[config.mk]
export PLATFORM = sky130hd
export DESIGN_NAME = cv_clk_en_gen
export DESIGN_NICKNAME = d
export VERILOG_FILES = /design/src/rtl/cv_clock_pkg.sv /design/src/rtl/cv_clk_nco.sv /design/src/rtl/cv_clk_en_gen.sv
export SDC_FILE = /design/constraint.sdc
export NUM_CORES = 1
export LEC_CHECK = 0
export BUFFER_PORTS_ARGS = -buffer_cell sky130_fd_sc_hd__buf_2
export CAP_MARGIN = 20
export CORE_MARGIN = 1.5
export CORE_UTILIZATION = 40
export CTS_BUF_LIST = sky130_fd_sc_hd__clkbuf_16
export CTS_CLUSTER_DIAMETER = 80
export DETAILED_ROUTE_END_ITERATION = 16
export PLACE_DENSITY = 0.62
export RECOVER_POWER = 50
export SYNTH_ARGS = -nofsm -noshare
export SYNTH_HDL_FRONTEND = slang
export SYNTH_HIERARCHICAL = 1
export SYNTH_SLANG_ARGS = --single-unit
[constraint.sdc]
create_clock -name clk_i -period 3.95 [get_ports clk_i]
set_clock_uncertainty 0.2 [all_clocks]
set_input_delay 0.395 -clock clk_i [delete_from_list [all_inputs] [get_ports clk_i]]
set_output_delay 0.395 -clock clk_i [all_outputs]
set_load 0.01 [all_outputs]
[src/rtl/cv_clock_pkg.sv]
// Shared widths, reset rate and types for the 10.7 MHz clock-enable generator.
package cv_clock_pkg;

    localparam int unsigned CV_ACC_W        = 32;
    localparam int unsigned CV_INC_NTSC_50M = 922441727;
    localparam int unsigned CV_DEBT_W       = 8;

    typedef logic [CV_ACC_W-1:0]  cv_acc_t;
    typedef logic [CV_DEBT_W-1:0] cv_debt_t;

endpackage

[src/rtl/cv_clk_nco.sv]
// Phase accumulator with a clamped, runtime-loadable increment; carry marks one enable.
module cv_clk_nco
    import cv_clock_pkg::*;
#(
    parameter int unsigned       ACC_W   = CV_ACC_W,
    parameter logic [ACC_W-1:0]  INC_RST = ACC_W'(CV_INC_NTSC_50M)
) (
    input  logic             clk,
    input  logic             reset,
    input  logic             inc_we,
    input  logic [ACC_W-1:0] inc,
    output logic             carry_c
);

    // Below half scale two consecutive carries are impossible.
    localparam logic [ACC_W-1:0] INC_MAX = {1'b0, {(ACC_W-1){1'b1}}};

    logic [ACC_W-1:0] acc;
    logic [ACC_W-1:0] inc_q;
    logic [ACC_W:0]   sum;

    assign sum     = {1'b0, acc} + {1'b0, inc_q};
    assign carry_c = sum[ACC_W];

    // Accumulator keeps running through holds and rate loads.
    always_ff @(posedge clk) begin
        if (reset) begin
            acc   <= '0;
            inc_q <= INC_RST;
        end else begin
            acc <= sum[ACC_W-1:0];
            if (inc_we) begin
                inc_q <= (inc > INC_MAX) ? INC_MAX : inc;
            end
        end
    end

endmodule

[src/rtl/cv_clk_en_gen.sv]
// 10.7 MHz clock-enable NCO with hold; CV_CLK_EN_CATCHUP_EN enables repayment of
// enables missed during a hold through a saturating debt counter.
module cv_clk_en_gen
    import cv_clock_pkg::*;
#(
    parameter int unsigned       ACC_W   = CV_ACC_W,
    parameter logic [ACC_W-1:0]  INC_RST = ACC_W'(CV_INC_NTSC_50M),
    parameter int unsigned       DEBT_W  = CV_DEBT_W
) (
    input  logic              clk_i,
    input  logic              reset_i,
    input  logic              hold_i,
    input  logic              inc_we_i,
    input  logic [ACC_W-1:0]  inc_i,
    output logic              clk_en_10m7_o,
    output logic [DEBT_W-1:0] debt_o,
    output logic              debt_ovf_o
);

    logic carry_c;
    logic emit_c;

    cv_clk_nco #(
        .ACC_W   (ACC_W),
        .INC_RST (INC_RST)
    ) u_nco (
        .clk     (clk_i),
        .reset   (reset_i),
        .inc_we  (inc_we_i),
        .inc     (inc_i),
        .carry_c (carry_c)
    );

`ifdef CV_CLK_EN_CATCHUP_EN
    localparam logic [DEBT_W-1:0] DEBT_MAX = '1;

    logic [DEBT_W-1:0] debt_q;
    logic [DEBT_W-1:0] debt_next_c;
    logic              ovf_q;
    logic              pending_c;
    logic              sat_c;

    // Carry and emit together pay the oldest enable, leaving debt unchanged.
    always_comb begin
        pending_c   = carry_c | (debt_q != '0);
        emit_c      = pending_c & ~hold_i & ~clk_en_10m7_o;
        sat_c       = (debt_q == DEBT_MAX) & carry_c & ~emit_c;
        debt_next_c = debt_q;
        if (!sat_c) begin
            if (carry_c && !emit_c) begin
                debt_next_c = debt_q + DEBT_W'(1);
            end else if (!carry_c && emit_c) begin
                debt_next_c = debt_q - DEBT_W'(1);
            end
        end
    end

    always_ff @(posedge clk_i) begin
        if (reset_i) begin
            debt_q <= '0;
            ovf_q  <= 1'b0;
        end else begin
            debt_q <= debt_next_c;
            if (sat_c) begin
                ovf_q <= 1'b1;
            end
        end
    end

    assign debt_o     = debt_q;
    assign debt_ovf_o = ovf_q;
`else
    // Carries arriving during a hold are simply dropped.
    assign emit_c     = carry_c & ~hold_i & ~clk_en_10m7_o;
    assign debt_o     = '0;
    assign debt_ovf_o = 1'b0;
`endif

    always_ff @(posedge clk_i) begin
        if (reset_i) begin
            clk_en_10m7_o <= 1'b0;
        end else begin
            clk_en_10m7_o <= emit_c;
        end
    end

endmodule
Yosys cells after proc, flatten, opt, wreduce, memory -nomap -nowiden
Cells that the tools add are included.

Add/subtract/negate cells: 1. $lt $le $gt $ge: 1. Multiplexer cells: 1. Bitwise gates (word level): 4.

Operators by type and width (count): adder 32 x 32 -> 33 bit (1); greater-than comparator 32 x 31 -> 1 bit (second input constant) (1); two-way mux 32 bit (1); AND 1 bit (2); NOT 1 bit (2).

Flip-flop bits (word level): 65. Bits of input ports: 36. Output and inout bits: 10. Logic and storage cells: 10.

Depth between registers and ports, before layout
Gate-level depths: netlist of the first run.

Depth in word-level cells: 3. Mapped depth: 9.

Cells and area by module
The synthesis of the first run kept the hierarchy.

By module, submodules not included: cv_clk_nco (instances 1, cells an instance 443, area an instance 3699.8 µm², sequential area each 1281.2 µm²); cv_clk_en_gen (instances 1, cells an instance 12, area an instance 106.4 µm², sequential area each 20.0 µm²).

Least setup slack after synthesis of the first run
OpenSTA, ideal clock, no wires.

Kind: reg2reg. From: reg u_nco.acc[0]. To: reg clk_en_10m7_o. Setup time: 0.119 ns. Arrival: 2.341 ns. Data required time: 3.631 ns. Setup slack: 1.290 ns. Stages on the path, launching flop included: 10. Period minus slack after synthesis: 2.660 ns. Cells stage by stage: dfxtp_1 ha_1 fa_1 a21o_1 a221oi_2 nor4b_2 o2111ai_1 nand3b_2 a221o_2 nor4b_2.

Word-level cells in the longest chain between the ends: 3.

RTL lines: start: declaration (RTL line cv_clk_nco.sv:18) `logic [ACC_W-1:0] acc;`; start signal: assignment (RTL line cv_clk_nco.sv:31) `acc <= sum[ACC_W-1:0];`; adder 32 x 32 -> 33 bit (RTL line cv_clk_nco.sv:22) `assign sum = {1'b0, acc} + {1'b0, inc_q};`; via carry_c (RTL line cv_clk_en_gen.sv:20) `logic carry_c;`; AND 1 bit (2 in a row) (RTL line cv_clk_en_gen.sv:74) `assign emit_c = carry_c & ~hold_i & ~clk_en_10m7_o;`; end signal: assignment (RTL line cv_clk_en_gen.sv:83) `clk_en_10m7_o <= emit_c;`; end: declaration (RTL line cv_clk_en_gen.sv:15) `output logic clk_en_10m7_o,`.

The timed path passes the listed nets, and every way through them passes these cells. A chain may end at the register's enable or synchronous reset.

Worst setup path after layout of the first run
Ends and elaborated chain as after synthesis.

==> metrics, run 1 <==
actual transition at the worst max-transition pin=1800 ps; GRT Total Usage=0.179; total of flip-flops plus latches after synthesis=65; antenna violations before repair=0; Longest Clk Path Bufs=2; sequential share of the synthesized area=0.342; number of global-route vias before repair=3,098; cell type with the highest aggregate area in the netlist=sky130_fd_sc_hd__dfxtp_1; synth-to-layout area growth=13.7%; CTS Root Cell=sky130_fd_sc_hd__clkbuf_16; most prevalent standard cell on the critical path=sky130_fd_sc_hd__nor4b_2; CP Data Arrival Time=2860 ps; highest clock rate=0.342 GHz; post-cts hold buffer count=0; number of distinct library cell variants in the gate-level netlist after synthesis=57; area of placed instances=4020 um^2; Hold/Removal Path Class=primary input to flip-flop; total number of nets in the final design=548; Placed Cells incl. Taps=597; library cell contributing the largest single delay on the critical path=sky130_fd_sc_hd__fa_1; starting density of the core=0.412; Required @ worst endpoint=3890 ps; vertical die dimension=101 um; post-synth top area share=0.342; total of max-cap violations=3; final setup violating endpoints=0; startpoint type of the worst setup path=flip-flop; final routed wirelength across all metal layers=8560 um; wire length of the first global-routing pass=14,400 um; final slew viol count=113; area of the multi-input gates=2340 um^2; total global routing overflow=0; Syn Inst Count=455; clock tree from TritonCTS=yes; syn_area_per_cell=8.37 um^2; post-route cell area=4330 um^2; areal power density over the cells=827 nW/um^2; # diodes=0; buffers added on ports=36; fin crit share=0.741; CTS sink cnt=65; endpoint kind of the worst setup timing path=flip-flop; maximum fanout along the worst path=3; CP cell instances=ha_1, fa_1, a21o_1, a221oi_2, nor4b_2, o2111ai_1, nand3b_2, a221o_2, nor4b_2; leading cell types in the layout, fill and taps excluded=65 x sky130_fd_sc_hd__dfxtp_1, 51 x sky130_fd_sc_hd__nor2_1, 34 x sky130_fd_sc_hd__buf_2; Mapped Area=3810 um^2; Sum Neg Setup Slack=0 ps; setup fix buffers added after clock tree synthesis=0; area taken by flip-flops and latches=1300 um^2; mean routed wirelength per cell=14.0 um; Filler Cell Count=915; die footprint=10,100 um^2; post-route core utilization=0.469; outcome=finished with violations; Main synth FF type=sky130_fd_sc_hd__dfxtp_1; maximum number of pins on one net before global-route repair=47; Vias=3,247; ratio of routed vias to standard cells=5.30; number of detailed-route iterations in the first pass=4; First DRT Iteration DRCs=161; total clock buffers created by CTS=9; # DRC=0; final HPWL from detailed placement=6100 um; clock-pin transition on the worst setup and hold timing paths=50 ps; Leakage Power=1.78 nW; post-detailed-route count of antenna-violating nets=0; tightest slew margin relative to the limit=-0.200; maximum ir drop on the vdd rail=0.000258 V; setup repair after global routing missed its margin=false; fraction of layout cells with a size suffix above 1=0.130; Clock H-tree levels=3; clock latency on the worst-skew pair=330 ps; CP peak stage delay=410 ps; Die Wd=101 um; time the worst path needs with I/O delays and setup=2930 ps; Synthesis Warnings=6; proportion of register bits with asynchronous set or reset after synthesis=0; floorplan core area=9240 um^2; number of failing hold endpoints at the final stage=0; gp weighted congestion=0.891; number of synthesized flops with an enable pin=0; violations in the final reports=max-capacitance violations, max-slew violations; path type of the worst setup path=flip-flop to flip-flop; number of placement rows=35; dominant cells by area after synthesis=sky130_fd_sc_hd__dfxtp_1 34%, sky130_fd_sc_hd__ha_1 11%, sky130_fd_sc_hd__nor2_1 5.0%; number of cells in the finished layout apart from fillers=613; CTS-repair resized insts=0; most frequent standard cell in the layout excluding fill and tap cells=sky130_fd_sc_hd__dfxtp_1; number of I/O pins=46
layer usage:
| metal | track usage | vias up | part of all wire |
|---|---|---|---|
| met4 | 0.0585 | 0 | 0.0088 |
| met1 | 0.244 | 1515 | 0.51 |
| met5 | 0 | - | 0 |
| li1 | - | 1669 | - |
| met3 | 0.0409 | 4 | 0.037 |
| met2 | 0.281 | 59 | 0.44 |
final cells by class:
| type | instances | area share |
|---|---|---|
| multi-input combinational | 359 | 0.540 |
| tap | 129 | 0.0373 |
| clock buffer | 9 | 0.0520 |
| inverter | 5 | 0.00434 |
| sequential | 65 | 0.301 |
| timing repair buffer | 39 | 0.0436 |
| clock inverter | 7 | 0.0220 |
synth_stat cells (2+ instances only):
cell type	count
sky130_fd_sc_hd__a211oi_1	7
sky130_fd_sc_hd__a21o_1	9
sky130_fd_sc_hd__a21oi_1	33
sky130_fd_sc_hd__a221o_2	2
sky130_fd_sc_hd__a31oi_1	6
sky130_fd_sc_hd__and2_1	3
sky130_fd_sc_hd__and3_1	2
sky130_fd_sc_hd__buf_2	4
sky130_fd_sc_hd__buf_4	10
sky130_fd_sc_hd__clkbuf_1	18
sky130_fd_sc_hd__dfxtp_1	65
sky130_fd_sc_hd__ha_1	32
sky130_fd_sc_hd__inv_1	5
sky130_fd_sc_hd__nand2_1	29
sky130_fd_sc_hd__nand2b_1	26
sky130_fd_sc_hd__nand3_1	12
sky130_fd_sc_hd__nand4_1	4
sky130_fd_sc_hd__nor2_1	51
sky130_fd_sc_hd__nor2b_1	4
sky130_fd_sc_hd__nor3_1	9
sky130_fd_sc_hd__nor4b_2	2
sky130_fd_sc_hd__o2111ai_1	2
sky130_fd_sc_hd__o211a_1	3
sky130_fd_sc_hd__o211ai_1	3
sky130_fd_sc_hd__o21a_1	2
sky130_fd_sc_hd__o21ai_0	19
sky130_fd_sc_hd__o21ai_1	2
sky130_fd_sc_hd__o21bai_1	5
sky130_fd_sc_hd__o22ai_1	30
sky130_fd_sc_hd__o31ai_1	2
sky130_fd_sc_hd__or2_2	3
sky130_fd_sc_hd__or3_1	2
sky130_fd_sc_hd__or4_1	2
sky130_fd_sc_hd__xnor2_1	14
sky130_fd_sc_hd__xor2_1	11
worst max-delay path: cells and delay by family (launching register included):
| kind | cells | cell delay [ps] |
|---|---|---|
| simple gates | 3 | 430 |
| compound gates | 4 | 1170 |
| fa+ha+maj | 2 | 640 |
| flops | 1 | 300 |
power breakdown:
part	internal (mW)	total, mW	leakage [nW]	switching (mW)
Clock	0.551	0.847	0.144	0.297
Sequential	0.812	0.862	0.538	0.0499
Combinational	0.778	1.87	1.10	1.09
Total	2.14	3.58	1.78	1.44
worst paths after layout:
check                                         startpoint                       end  slack (ps)  cells after the start
worst max-delay path             u_nco/acc[0]$_SDFF_PP0_  clk_en_10m7_o$_SDFF_PP0_        1020                      9
worst min-delay path                              hold_i  clk_en_10m7_o$_SDFF_PP0_          50                      2
worst max register to register   u_nco/acc[0]$_SDFF_PP0_  clk_en_10m7_o$_SDFF_PP0_        1020                      9
worst min register to register  clk_en_10m7_o$_SDFF_PP0_  clk_en_10m7_o$_SDFF_PP0_         230                      1
flip-flops by register name, summed over array words and instances, names as in the netlist:
name           count
u_nco/acc         32
u_nco/inc_q       32
clk_en_10m7_o      1
cells by family after synthesis:
family	Yosys count	synth area share
buffers and inverters	39	0.0516
flip-flops	65	0.342
AND/OR/NAND/NOR	155	0.204
adder cells (fa/ha/maj)	33	0.110
multiplexers	1	0.00296
AO/OA/AOI/OAI	136	0.230
XOR/XNOR	25	0.0575
other	1	0.000985
stage by stage:
| stage | hold slack [ps] | setup slack (ps) | power [mW] |
|---|---|---|---|
| final | 45.4 | 1020 | 3.58 |
| after global routing | 30.3 | 813 | 3.87 |
| after global placement | 224 | 1120 | 2.70 |
| after detailed placement | 223 | 1090 | 2.71 |
| after CTS | 30.5 | 1070 | 3.58 |
| after floorplan | 260 | 1290 | 2.37 |
Note: power is estimated with default switching activity, not from simulation.
==> run 2: changes to the inputs <==
PLACE_DENSITY = 0.65   (was 0.62)
clock period = 2.4 ns   (was 3.95 ns; I/O delays follow)
==> metrics, run 2 (synthesized netlist as in run 1, its figures left out) <==
outcome=finished with violations; violations in the final reports=negative setup slack; CP peak stage delay=350 ps (-60 ps); Leakage Power=2.21 nW (+24%); GRT Total Usage=0.204 (+0.0251); number of I/O pins=46 (unchanged); buffers added on ports=36 (unchanged); Die Wd=101 um (unchanged); # DRC=0 (unchanged); final HPWL from detailed placement=7050 um (+16%); clock-pin transition on the worst setup and hold timing paths=50 ps (about the same); most frequent standard cell in the layout excluding fill and tap cells=sky130_fd_sc_hd__dfxtp_1; detailed route wirelength on metal3=435 um (+39%); total global routing overflow=0 (unchanged); path type of the worst setup path=flip-flop to flip-flop; floorplan core area=9240 um^2 (unchanged); final routed wirelength across all metal layers=10,100 um (+18%); CP Data Arrival Time=2660 ps (-200 ps); setup repair after global routing missed its margin=true; wire length of the first global-routing pass=16,500 um (+15%); synth-to-layout area growth=38.1%; actual transition at the worst max-transition pin=856 ps (-945 ps); fin worst setup slack=-251 ps (-1280 ps); Required @ worst endpoint=2410 ps (-1480 ps); total power=7.05 mW (+97%); endpoint kind of the worst setup timing path=flip-flop; Hold/Removal Path Class=primary input to flip-flop; startpoint type of the worst setup path=flip-flop; CTS sink cnt=65 (unchanged); Routed met1 length=4650 um (+5.5%); minimum setup slack among reg-to-reg paths=-250 ps (-1280 ps); maximum number of pins on one net before global-route repair=31 (-34%); antenna violations before repair=0 (unchanged); met2 wire len=4890 um (+30%); number of cells in the finished layout apart from fillers=696 (+14%); library cell contributing the largest single delay on the critical path=sky130_fd_sc_hd__fa_2; number of detailed-route iterations in the first pass=5 (+1); fraction of layout cells with a size suffix above 1=0.266 (+0.136); ratio of routed vias to standard cells=5.33 (+0.61%); number of global-route vias before repair=3,536 (+14%); Sum Neg Setup Slack=-871 ps (-871 ps); tightest slew margin relative to the limit=0.430 (+0.630); maximum ir drop on the vdd rail=0.000538 V (+110%); post-detailed-route count of antenna-violating nets=0 (unchanged); number of failing hold endpoints at the final stage=0 (unchanged); Clock H-tree levels=3 (unchanged); vertical die dimension=101 um (unchanged); Vias=3,709 (+14%); top metal layer carrying routed signals=met4; total of max-cap violations=0 (-3); # diodes=0 (unchanged); die footprint=10,100 um^2 (unchanged); final setup violating endpoints=8 (+8); clock tree from TritonCTS=yes; clock latency on the worst-skew pair=320 ps (about the same); gp weighted congestion=0.911 (+2.3%); fin crit share=1.10 (+0.364); number of placement rows=35 (unchanged); areal power density over the cells=1340 nW/um^2 (+62%); maximum fanout along the worst path=3 (unchanged); post-route cell area=5260 um^2 (+21%); total number of nets in the final design=632 (+15%); total clock buffers created by CTS=9 (unchanged); time the worst path needs with I/O delays and setup=2650 ps (-275 ps); CP cell instances=ha_4, fa_2, a21o_1, a221oi_2, nor4b_2, o2111ai_1, nand3b_2, a31oi_1, mux2_1; final slew viol count=0 (-100%); highest clock rate=0.377 GHz (+10%); starting density of the core=0.412 (unchanged); leading cell types in the layout, fill and taps excluded=64 x sky130_fd_sc_hd__dfxtp_1, 52 x sky130_fd_sc_hd__buf_4, 51 x sky130_fd_sc_hd__nor2_1; Placed Cells incl. Taps=644 (+7.9%); Longest Clk Path Bufs=2 (unchanged); First DRT Iteration DRCs=207 (+29%); area of placed instances=4390 um^2 (+9.2%); CTS Root Cell=sky130_fd_sc_hd__clkbuf_16; mean routed wirelength per cell=14.5 um (+4.1%); largest registers=u_nco/acc: 32 flops, u_nco/inc_q: 32 flops, clk_en_10m7_o: 1 flops
==> run 2: cell types whose count changed in the layout (fill, tap and decap cells not counted), moves of 3 or more <==
cell | before | now
sky130_fd_sc_hd__buf_4 | 0 | 52
sky130_fd_sc_hd__a21oi_1 | 33 | 21
sky130_fd_sc_hd__dlygate4sd3_1 | 0 | 31
sky130_fd_sc_hd__clkbuf_1 | 5 | 2
sky130_fd_sc_hd__a21oi_2 | 1 | 13
sky130_fd_sc_hd__ha_1 | 32 | 28
sky130_fd_sc_hd__a211oi_1 | 7 | 4
sky130_fd_sc_hd__clkinvlp_4 | 4 | 0
sky130_fd_sc_hd__o21ai_0 | 19 | 15
sky130_fd_sc_hd__nor3_2 | 0 | 3
sky130_fd_sc_hd__ha_4 | 0 | 3
sky130_fd_sc_hd__nor3_1 | 9 | 6
sky130_fd_sc_hd__clkinv_1 | 0 | 3
==> run 2: metal layers <==
| metal | global-route usage | up-vias |
|---|---|---|
| met5 | 0 | - |
| met4 | 0.0542 | 0 |
| met3 | 0.0395 | 15 |
| met2 | 0.341 | 112 |
| met1 | 0.271 | 1735 |
| li1 | - | 1847 |
==> run 2: final cells by class <==
cell class / instances / area, um^2
Tap cell: 129 / 161
Sequential cell: 65 / 1300
Clock inverter: 6 / 75.1
Timing Repair Buffer: 123 / 911
Fill cell: 824 / 3980
Clock buffer: 9 / 225
Multi-Input combinational cell: 359 / 2560
Inverter: 5 / 18.8
==> run 2: worst max-delay path: cells and delay by family (launching register included) <==
family                   cells  cell delay (ps)
AO/OA/AOI/OAI                4              930
adder cells (fa/ha/maj)      2              510
flip-flops                   1              330
multiplexers                 1              330
AND/OR/NAND/NOR              2              240
==> run 2: through the flow <==
step	hold slack, ps	setup WS (ps)	util
CTS	20.5	-240	0.549
detailed placement	217	-262	0.475
finish	28.8	-251	0.569
global route	42.1	-375	0.569
floorplan	111	-126	-
global placement	224	-223	0.475
==> run 2: report_power, final <==
group | internal [mW] | total (mW) | switching, mW
sequential | 1.34 | 1.44 | 0.105
clock | 0.888 | 1.33 | 0.444
combinational | 2.05 | 4.28 | 2.23
==> run 2: timing repair <==
action | in CTS | in global routing
hold buffers | 31 | 0
gates cloned | 0 | 0
pin swaps | 12 | 26
endpoints found under the hold margin | 31 | 0
setup endpoints to repair | 14 | 22
resized for setup | 12 | 34
buffers inserted | 4 | 4
==> run 2: worst paths after layout <==
kind / endpoint / startpoint / depth (start not counted)
max: u_nco/acc[28]$_SDFF_PP0_ / u_nco/inc_q[0]$_SDFFE_PP1P_ / 9
min: u_nco/inc_q[30]$_SDFFE_PP0P_ / inc_i[31] / 3
max reg2reg: u_nco/acc[28]$_SDFF_PP0_ / u_nco/inc_q[0]$_SDFFE_PP1P_ / 9
min reg2reg: clk_en_10m7_o$_SDFF_PP0_ / clk_en_10m7_o$_SDFF_PP0_ / 1
==> run 3: changes to the inputs <==
TNS_END_PERCENT = 20   (was unset)
==> metrics, run 3 (synthesized netlist as in run 1, its figures left out) <==
outcome=finished with violations; violations in the final reports=negative setup slack; number of failing hold endpoints at the final stage=0 (unchanged); area of placed instances=4390 um^2 (unchanged); final slew viol count=0 (unchanged); Required @ worst endpoint=2420 ps (about the same); maximum number of pins on one net before global-route repair=37 (+19%); setup repair after global routing missed its margin=true; maximum ir drop on the vdd rail=0.000472 V (-12%); time the worst path needs with I/O delays and setup=2650 ps (-2.78 ps); post-route cell area=5110 um^2 (-2.8%); buffers added on ports=36 (unchanged); clock tree from TritonCTS=yes; highest clock rate=0.378 GHz (+0.10%); CTS sink cnt=65 (unchanged); CP Data Arrival Time=2660 ps (about the same); CP cell instances=ha_4, fa_2, a21o_1, a221oi_2, nor4b_2, o2111ai_1, nand3b_2, a31oi_2, mux2_1; largest registers=u_nco/acc: 32 flops, u_nco/inc_q: 32 flops, clk_en_10m7_o: 1 flops; Leakage Power=2.20 nW (-0.58%); fraction of layout cells with a size suffix above 1=0.229 (-0.0370); number of placement rows=35 (unchanged); number of global-route vias before repair=3,580 (+1.2%); Clock H-tree levels=3 (unchanged); Vias=3,574 (-3.6%); Die Wd=101 um (unchanged); clock latency on the worst-skew pair=330 ps (about the same); total clock buffers created by CTS=9 (unchanged); clock-pin transition on the worst setup and hold timing paths=60 ps (about the same); floorplan core area=9240 um^2 (unchanged); vertical die dimension=101 um (unchanged); synth-to-layout area growth=34.3%; Filler Cell Count=845 (+2.5%); First DRT Iteration DRCs=211 (+1.9%); leading cell types in the layout, fill and taps excluded=64 x sky130_fd_sc_hd__dfxtp_1, 53 x sky130_fd_sc_hd__buf_4, 51 x sky130_fd_sc_hd__nor2_1; most frequent standard cell in the layout excluding fill and tap cells=sky130_fd_sc_hd__dfxtp_1; CTS Root Cell=sky130_fd_sc_hd__clkbuf_16; gp weighted congestion=0.872 (-4.3%); Crit path max-delay family=compound AO/OA/AOI/OAI gates; # diodes=0 (unchanged); final setup violating endpoints=15 (+7); fin crit share=1.10 (-0.00116); final HPWL from detailed placement=6960 um (-1.2%); total global routing overflow=0 (unchanged); total of max-cap violations=0 (unchanged); tightest slew margin relative to the limit=0.420 (-0.00977); post-detailed-route count of antenna-violating nets=0 (unchanged); number of I/O pins=46 (unchanged); Placed Cells incl. Taps=644 (unchanged); mean routed wirelength per cell=13.9 um (-4.6%); areal power density over the cells=1310 nW/um^2 (-2.4%); endpoint kind of the worst setup timing path=flip-flop; fin worst setup slack=-248 ps (+2.78 ps); starting density of the core=0.412 (unchanged); number of cells in the finished layout apart from fillers=696 (unchanged); total number of nets in the final design=631 (-0.16%); final routed wirelength across all metal layers=9650 um (-4.6%); Hold/Removal Path Class=primary input to flip-flop; # DRC=0 (unchanged); maximum fanout along the worst path=3 (unchanged); path type of the worst setup path=flip-flop to flip-flop; worst reg2reg path startpoint=u_nco/inc_q[0]$_SDFFE_PP1P_; startpoint type of the worst setup path=flip-flop; WP buf/inv=0 (unchanged); library cell contributing the largest single delay on the critical path=sky130_fd_sc_hd__fa_2; Longest Clk Path Bufs=2 (unchanged); ratio of routed vias to standard cells=5.14 (-3.6%); antenna violations before repair=0 (unchanged); CP peak stage delay=350 ps (about the same); actual transition at the worst max-transition pin=870 ps (+14.7 ps); wire length of the first global-routing pass=16,300 um (-1.2%); die footprint=10,100 um^2 (unchanged); GRT Total Usage=0.202 (-0.00244); number of detailed-route iterations in the first pass=4 (-1); Critical Path Source=u_nco/inc_q[0]$_SDFFE_PP1P_; hold path startpoint=inc_i[31]
## run 3: cell count changes in the layout (fill, tap and decap cells not counted), sizes merged
| cell | before | now |
|---|---|---|
| buf | 89 | 87 |
| clkbuf | 12 | 13 |
| clkinvlp | 0 | 1 |
## run 3: worst register-to-register path: stages (launching register included)
cell and delay, ps:
sky130_fd_sc_hd__dfxtp_2 330, sky130_fd_sc_hd__ha_4 160, sky130_fd_sc_hd__fa_2 350, sky130_fd_sc_hd__a21o_1 180, sky130_fd_sc_hd__a221oi_2 290, sky130_fd_sc_hd__nor4b_2 100
sky130_fd_sc_hd__o2111ai_1 220, sky130_fd_sc_hd__nand3b_2 150, sky130_fd_sc_hd__a31oi_2 220, sky130_fd_sc_hd__mux2_1 330
## run 3: worst paths after layout
check / slack, ps / endpoint / cells past startpoint
worst min register to register: 280 / clk_en_10m7_o$_SDFF_PP0_ / 1
worst min-delay path: 40 / u_nco/inc_q[30]$_SDFFE_PP0P_ / 3
worst max register to register: -250 / u_nco/acc[28]$_SDFF_PP0_ / 9
worst max-delay path: -250 / u_nco/acc[28]$_SDFF_PP0_ / 9
## run 3: power breakdown
part	switching, mW	leakage (nW)	internal [mW]
sequential	0.0959	0.538	1.34
combinational	2.03	1.51	1.86
clock	0.472	0.156	0.899
total	2.60	2.20	4.09
## run 3: what timing repair did
action	in CTS	in global routing
pin swaps	6	6
endpoints found under the setup margin	19	21
hold endpoints to repair	31	0
hold buffers	31	0
cloned	0	0
gates resized for setup	7	8
buffers inserted	3	2
## run 3: cell type report
type	count	area, um^2	share of cell area
multi-input cells	359	2420	0.474
flip-flops and latches	65	1300	0.255
repair buffers	122	895	0.175
clock buffers	9	225	0.0441
well taps	129	161	0.0316
clock inverters	7	86.3	0.0169
inverters	5	18.8	0.00367
## run 3: per-layer routing
metal | GRT usage | vias to the layer above | share of wire
li1 | - | 1833 | -
met1 | 0.250 | 1668 | 0.48
met3 | 0.0312 | 12 | 0.031
met4 | 0.0737 | 0 | 0.015
met2 | 0.354 | 61 | 0.48
met5 | 0 | - | 0
## run 3: stage by stage
step                      utilization  TNS [ps]  worst slack, ps  total power [mW]  hold WS, ps
final                           0.553     -1770             -248              6.69         42.0
after global routing            0.553     -4170             -346              7.19         78.2
after CTS                       0.547     -1330             -232              6.60         44.0
after detailed placement        0.475     -1760             -268              5.02          238
after global placement          0.475     -1380             -231              4.95          222
after floorplan                     -      -303             -128              3.91          111
